[src/rtl/shift_deserializer_5.sv]
// Serial-to-parallel converter for 5-bit words with a one-word output holding register.
// Reception continues while a finished word waits for the consumer; a word arriving with nowhere to go sets a sticky Overrun.
module shift_deserializer_5 #(
  parameter logic [4:0] BubblesMask = 5'd0,
  parameter bit         MsbFirst    = 1'b0
) (
  input  logic       Clock,
  input  logic       Reset,
  input  logic       Serial_In,
  input  logic       Serial_Valid,
  output logic [4:0] Parallel_Out,
  output logic       Out_Valid,
  input  logic       Out_Ready,
  output logic       Busy,
  output logic       Overrun
);

  localparam logic [0:0] IDLE    = 1'b0;
  localparam logic [0:0] COLLECT = 1'b1;

  logic [0:0] state_q, state_d;
  logic [2:0] cnt_q, cnt_d;
  logic [4:0] shift_q, shift_d;
  logic [4:0] hold_q, hold_d;
  logic       out_valid_q, out_valid_d;
  logic       overrun_q, overrun_d;
  logic       complete;

  // Both bit orders shift into the end that leaves the first bit in its final slot after five bits.
  always_comb begin
    if (MsbFirst) shift_d = Serial_Valid ? {shift_q[3:0], Serial_In} : shift_q;
    else          shift_d = Serial_Valid ? {Serial_In, shift_q[4:1]} : shift_q;
  end

  assign complete = Serial_Valid && (cnt_q == 3'd4);

  // NOTE: every variable gets a default at the top of the block so that no path can leave it unassigned and infer a latch.
  always_comb begin
    state_d     = state_q;
    cnt_d       = cnt_q;
    hold_d      = hold_q;
    out_valid_d = out_valid_q;
    overrun_d   = overrun_q;

    if (Serial_Valid) begin
      if (complete) begin
        cnt_d   = 3'd0;
        state_d = IDLE;
      end else begin
        cnt_d   = cnt_q + 3'd1;
        state_d = COLLECT;
      end
    end

    if (complete) begin
      if (!out_valid_q || Out_Ready) begin
        hold_d      = shift_d;
        out_valid_d = 1'b1;
      end else begin
        overrun_d = 1'b1;
      end
    end else if (out_valid_q && Out_Ready) begin
      out_valid_d = 1'b0;
    end
  end

  // NOTE: sequential state uses non-blocking assignments so every register samples the pre-edge values.
  always_ff @(posedge Clock) begin
    if (Reset) begin
      state_q     <= IDLE;
      cnt_q       <= 3'd0;
      shift_q     <= 5'd0;
      hold_q      <= 5'd0;
      out_valid_q <= 1'b0;
      overrun_q   <= 1'b0;
    end else begin
      state_q     <= state_d;
      cnt_q       <= cnt_d;
      shift_q     <= shift_d;
      hold_q      <= hold_d;
      out_valid_q <= out_valid_d;
      overrun_q   <= overrun_d;
    end
  end

  assign Parallel_Out = hold_q ^ BubblesMask[4:0];
  assign Out_Valid    = out_valid_q;
  assign Busy         = (state_q == COLLECT);
  assign Overrun      = overrun_q;

endmodule

[config.mk]
export PLATFORM = sky130hd
export DESIGN_NAME = shift_deserializer_5
export DESIGN_NICKNAME = d
export VERILOG_FILES = /design/src/rtl/shift_deserializer_5.sv
export SDC_FILE = /design/constraint.sdc
export NUM_CORES = 1
export LEC_CHECK = 0
export ABC_AREA = 1
export CORE_MARGIN = 10
export CORE_UTILIZATION = 40
export CTS_CLUSTER_SIZE = 12
export DETAILED_ROUTE_END_ITERATION = 10
export GPL_TIMING_DRIVEN = 0
export MAX_ROUTING_LAYER = met4
export PLACE_DENSITY_LB_ADDON = 0.05
export SETUP_SLACK_MARGIN = 0.5
export SYNTH_ARGS = -nofsm -noshare
export SYNTH_HDL_FRONTEND = slang
export SYNTH_SLANG_ARGS = --single-unit
[constraint.sdc]
create_clock -name Clock -period 2.23 [get_ports Clock]
set_clock_uncertainty 0.1 [all_clocks]
set_input_delay 0.669 -clock Clock [delete_from_list [all_inputs] [get_ports Clock]]
set_output_delay 0.669 -clock Clock [all_outputs]
set_load 0.02 [all_outputs]
# After elaboration in Yosys (flattened, before gate mapping)
# Cells that the tools add are included.
# W data, S select, Z words.
[classes]
add_sub_neg = 1
eq_ne = 2
n_mux = 6
bitwise = 1
n_reduce_logical = 8
[ops]
columns = ["operator", "count"]
rows = [
  ["$reduce_and A2 Y1", 3],
  ["$mux W5", 1],
  ["$mux W1", 4],
  ["$add A3 B1 Y3 const B", 1],
  ["$eq A3 B3 Y1 const B", 1],
  ["$mux W3", 1],
  ["$logic_and A1 B1 Y1", 2],
  ["$ne A2 B1 Y1 const B", 1],
  ["$reduce_bool A2 Y1", 1],
  ["$logic_not A1 Y1", 1],
  ["$logic_or A1 B1 Y1", 1],
  ["$not A1 Y1", 1],
]
[word_totals]
regBits = 16
in_bits = 5
out_inout_bits = 8
elab_cells = 24

# Depth between registers and ports, before layout
[depth]
depth_word = 4
depth_mapped = 7

# Least setup slack after synthesis
# Ideal clock, no wire load.
[synth_path]
kind = "input to register"
start = "input Out_Ready"
end = "register overrun_q (netlist: Overrun)"
setup_time_ns = 0.065
arrival_ns = 1.262
setup_slack_ns = 0.804
cell_stages = 5
path_buffers = 0
path_cell_list = "nor2_1 -> inv_1 -> nor2_1 -> nor2_1 -> nor2_1"
[synth_via]
elab_chain_cells = 3
[synth_lines]
columns = ["item", "line", "source"]
rows = [
  ["from (decl)", "13", "input logic Out_Ready,"],
  ["$logic_or A1 B1 Y1", "56", "if (!out_valid_q || Out_Ready) begin"],
  ["$not A1 Y1 (no source line)", "-", ""],
  ["$reduce_and A2 Y1 (no source line)", "-", ""],
  ["to (signal assigned)", "82", "overrun_q <= overrun_d;"],
  ["to (decl)", "26", "logic overrun_q, overrun_d;"],
]
# No other way between the ends.
# A chain may end at the register's enable or synchronous reset.

# Worst setup path in the final report
[layout_path]
start = "register hold_q[0] (netlist: Parallel_Out[0])"
end = "output Parallel_Out[0]"
[layout_lines]
columns = ["item", "line", "source"]
rows = [
  ["from (decl)", "24", "logic [4:0] hold_q, hold_d;"],
  ["from (signal assigned)", "80", "hold_q <= hold_d;"],
  ["to (decl)", "11", "output logic [4:0] Parallel_Out,"],
]
# No word-level cell between the ends.

==> results.md <==
- First-pass detailed-route iteration total: 2
- TritonCTS clock tree: built
- FF/Latch Area: 320 um^2
- # fillers: 152
- Syn Area/Cell: 7.67 um^2
- Critical path class: flip-flop to output pin
- Part of the power in combinational logic: 9.1%
- Synth warnings: 0
- PortBufs: 11
- Post-route setup TNS: 0 ps
- Post-Synth Adder-Cell Area: 3.84%
- Clock buffer depth: 2
- Hpwl dp: 867 um
- Nets@finish: 108
- Sw Pwr: 0.000127 W
- Finished Layout Cells: 116
- CTS clk-pin slew, worst paths: 90 ps
- Chip width: 60.4 um
- Final setup violation count: 0
- Slowest library cell on the worst path: dfxtp_1
- Largest net degree at the start of global routing: 11
- Most common cell after layout, fill and taps aside: nor2_1
- Post-Syn Area: 652 um^2
- CP arrival: 940 ps
- Setup WS post-layout: 524 ps
- Setup crit end kind: output pin
- Most frequent cells in the layout: nor2_1, nand2_1, dfxtp_1, inv_1, clkbuf_2
- CP startpoint kind: flip-flop
- Maxcap violations: 0
- Max-slew headroom: 75.1%
- Critical Path Max Stage Delay: 340 ps
- Worst slack at placement: 132 ps
- Net Sw Frac: 23.4%
- Antenna violations before repair: 0
- CP Cell Sequence: clkdlybuf4s15_1
- Status: finished, final reports clean
- Largest family of logic cells by synthesized area: simple AND/OR/NAND/NOR gates
- Vias per cell: 4.48
- Vias: 520
- Multiplexer share of the synthesized area: 0%
- Final GP Congestion: 0.740
- # diodes: 0
- Flop pwr share: 55.6%
- Vias in the first global route: 508
- Power per cell area: 695 mW/mm^2
- First-pass GRT wire length: 2110 um
- Ports: 13
- Synth-to-layout area growth: 20.0%
- Fin crit period: 1710 ps
- Clock network power share: 35.3%
- Synth top area cells: dfxtp_1, nor2_1, nand2_1
- Yosys top cell area share: 49.1%
- Placed cells: 112
- Grt total ovfl: 0
- Layout cells sized above 1: 14.0%
- Worst Path Required: 1460 ps
- DR WL/cell: 10.1 um
- Hold Violations, Final: 0
- Compound-cell area share of the yosys netlist: 6.91%
- Pins Over Slew Limit: 0
- Core area: 0.00152 mm^2
- Maximum VDD drop: 0.000514 V
- Fin crit share: 76.5%
- WP buf/inv: 1
- F_max: 586 MHz
- Initial DRC Count: 2
- Worst-Margin Slew: 372 ps
- Crit-path max FO: 2
- Post-CTS Hold Buffers: 0
- Clock latency on the worst-skew pair: 300 ps
- Leak Pwr: 0.355 nW
- Clock sinks: 16
- DRT Wirelength: 1170 um
- H-tree Lvls: 1
- RSZ-0062 raised after global routing: true
- Synth Net Count: 92
- Top delay family on crit path: flip-flops
- Cell variety after synth: 14
- CTS root buf: clkbuf_4
- Synth Instances: 85
- Drt drc: 0
- Total GRT Usage: 8.07%
- Synth Area in Simple Gates: 30.1%
- CTS Buf Count: 3
- Final core utilization: 51.3%
- # rows: 14
- Xor and xnor fraction of the mapped netlist area: 1.34%
- Synth Register Bits: 16
- Die Y: 60.4 um
- Effective utilization at floorplan: 42.8%
- Post-DRT Antenna Nets: 0
- Multi-input logic area: 275 um^2
- Hold Path Class: flip-flop to flip-flop
- Die area: 0.00364 mm^2
- Int Power: 0.000416 W
- Sequential area share after synthesis: 49.1%
- Area leader, netlist: dfxtp_1
cell families after synthesis:
logic type               after synthesis
AO/OA/AOI/OAI                          9
AND/OR/NAND/NOR                       44
flip-flops                            16
XOR/XNOR                               1
buffers and inverters                 13
adder cells (fa/ha/maj)                2
power groups by stage:
stage	Clock, W	Combinational, W	Sequential [W]
after CTS	0.000200	0.0000514	0.000302
final	0.000192	0.0000495	0.000302
after global placement	0	0.0000519	0.000308
after detailed placement	0	0.0000528	0.000309
after global routing	0.000217	0.0000577	0.000303
after floorplan	0	0.0000327	0.000310
synth_stat cells (all sizes together):
cell    number
a21oi        3
buf          1
clkbuf       1
dfxtp       16
ha           2
inv         11
nand2       19
nand3        2
nor2        23
o21ai        6
xor2         1
path summary, 6_finish.rpt:
| kind | from | end | slack (ps) | cells past startpoint |
|---|---|---|---|---|
| worst max-delay path | Parallel_Out[0]$_SDFFE_PP0P_ | Parallel_Out[0] | 520 | 1 |
| worst min-delay path | Overrun$_SDFFE_PP0P_ | Overrun$_SDFFE_PP0P_ | 380 | 2 |
| worst max register to register | cnt_q[0]$_SDFFE_PP0P_ | Parallel_Out[0]$_SDFFE_PP0P_ | 940 | 7 |
| worst min register to register | Overrun$_SDFFE_PP0P_ | Overrun$_SDFFE_PP0P_ | 380 | 2 |
area by class of cell:
cell class	count	share of cell area [%]
Buffer	2	1.92
Tap cell	16	2.56
Sequential cell	16	41.0
Multi-Input combinational cell	56	35.2
Inverter	11	5.28
Clock buffer	4	4.64
Timing Repair Buffer	11	9.44
through the flow:
step	power [W]	hold WS, ps	area [um^2]
global route	0.000578	423	782
global placement	0.000360	352	782
floorplan	0.000343	347	652
detailed placement	0.000362	371	782
CTS	0.000553	389	816
finish	0.000543	383	782
flip-flops by register name (all words and copies together) (netlist names):
| signal | flops |
|---|---|
| Busy | 1 |
| Out_Valid | 1 |
| Overrun | 1 |
| Parallel_Out | 5 |
| cnt_q | 3 |
| shift_q | 5 |
repair_timing:
action,in CTS,in global routing
setup buffers,0,0
endpoints found under the setup margin,13,8
resized for setup,16,8
per-layer routing:
metal	share of wire, %	up-vias	GRT usage, %
li1	-	289	-
met3	6.0	5	5.43
met1	45	217	7.31
met2	47	9	12.4
met4	2.5	0	4.81
met5	0	-	-
No activity file was read; power rests on OpenSTA's default activity.
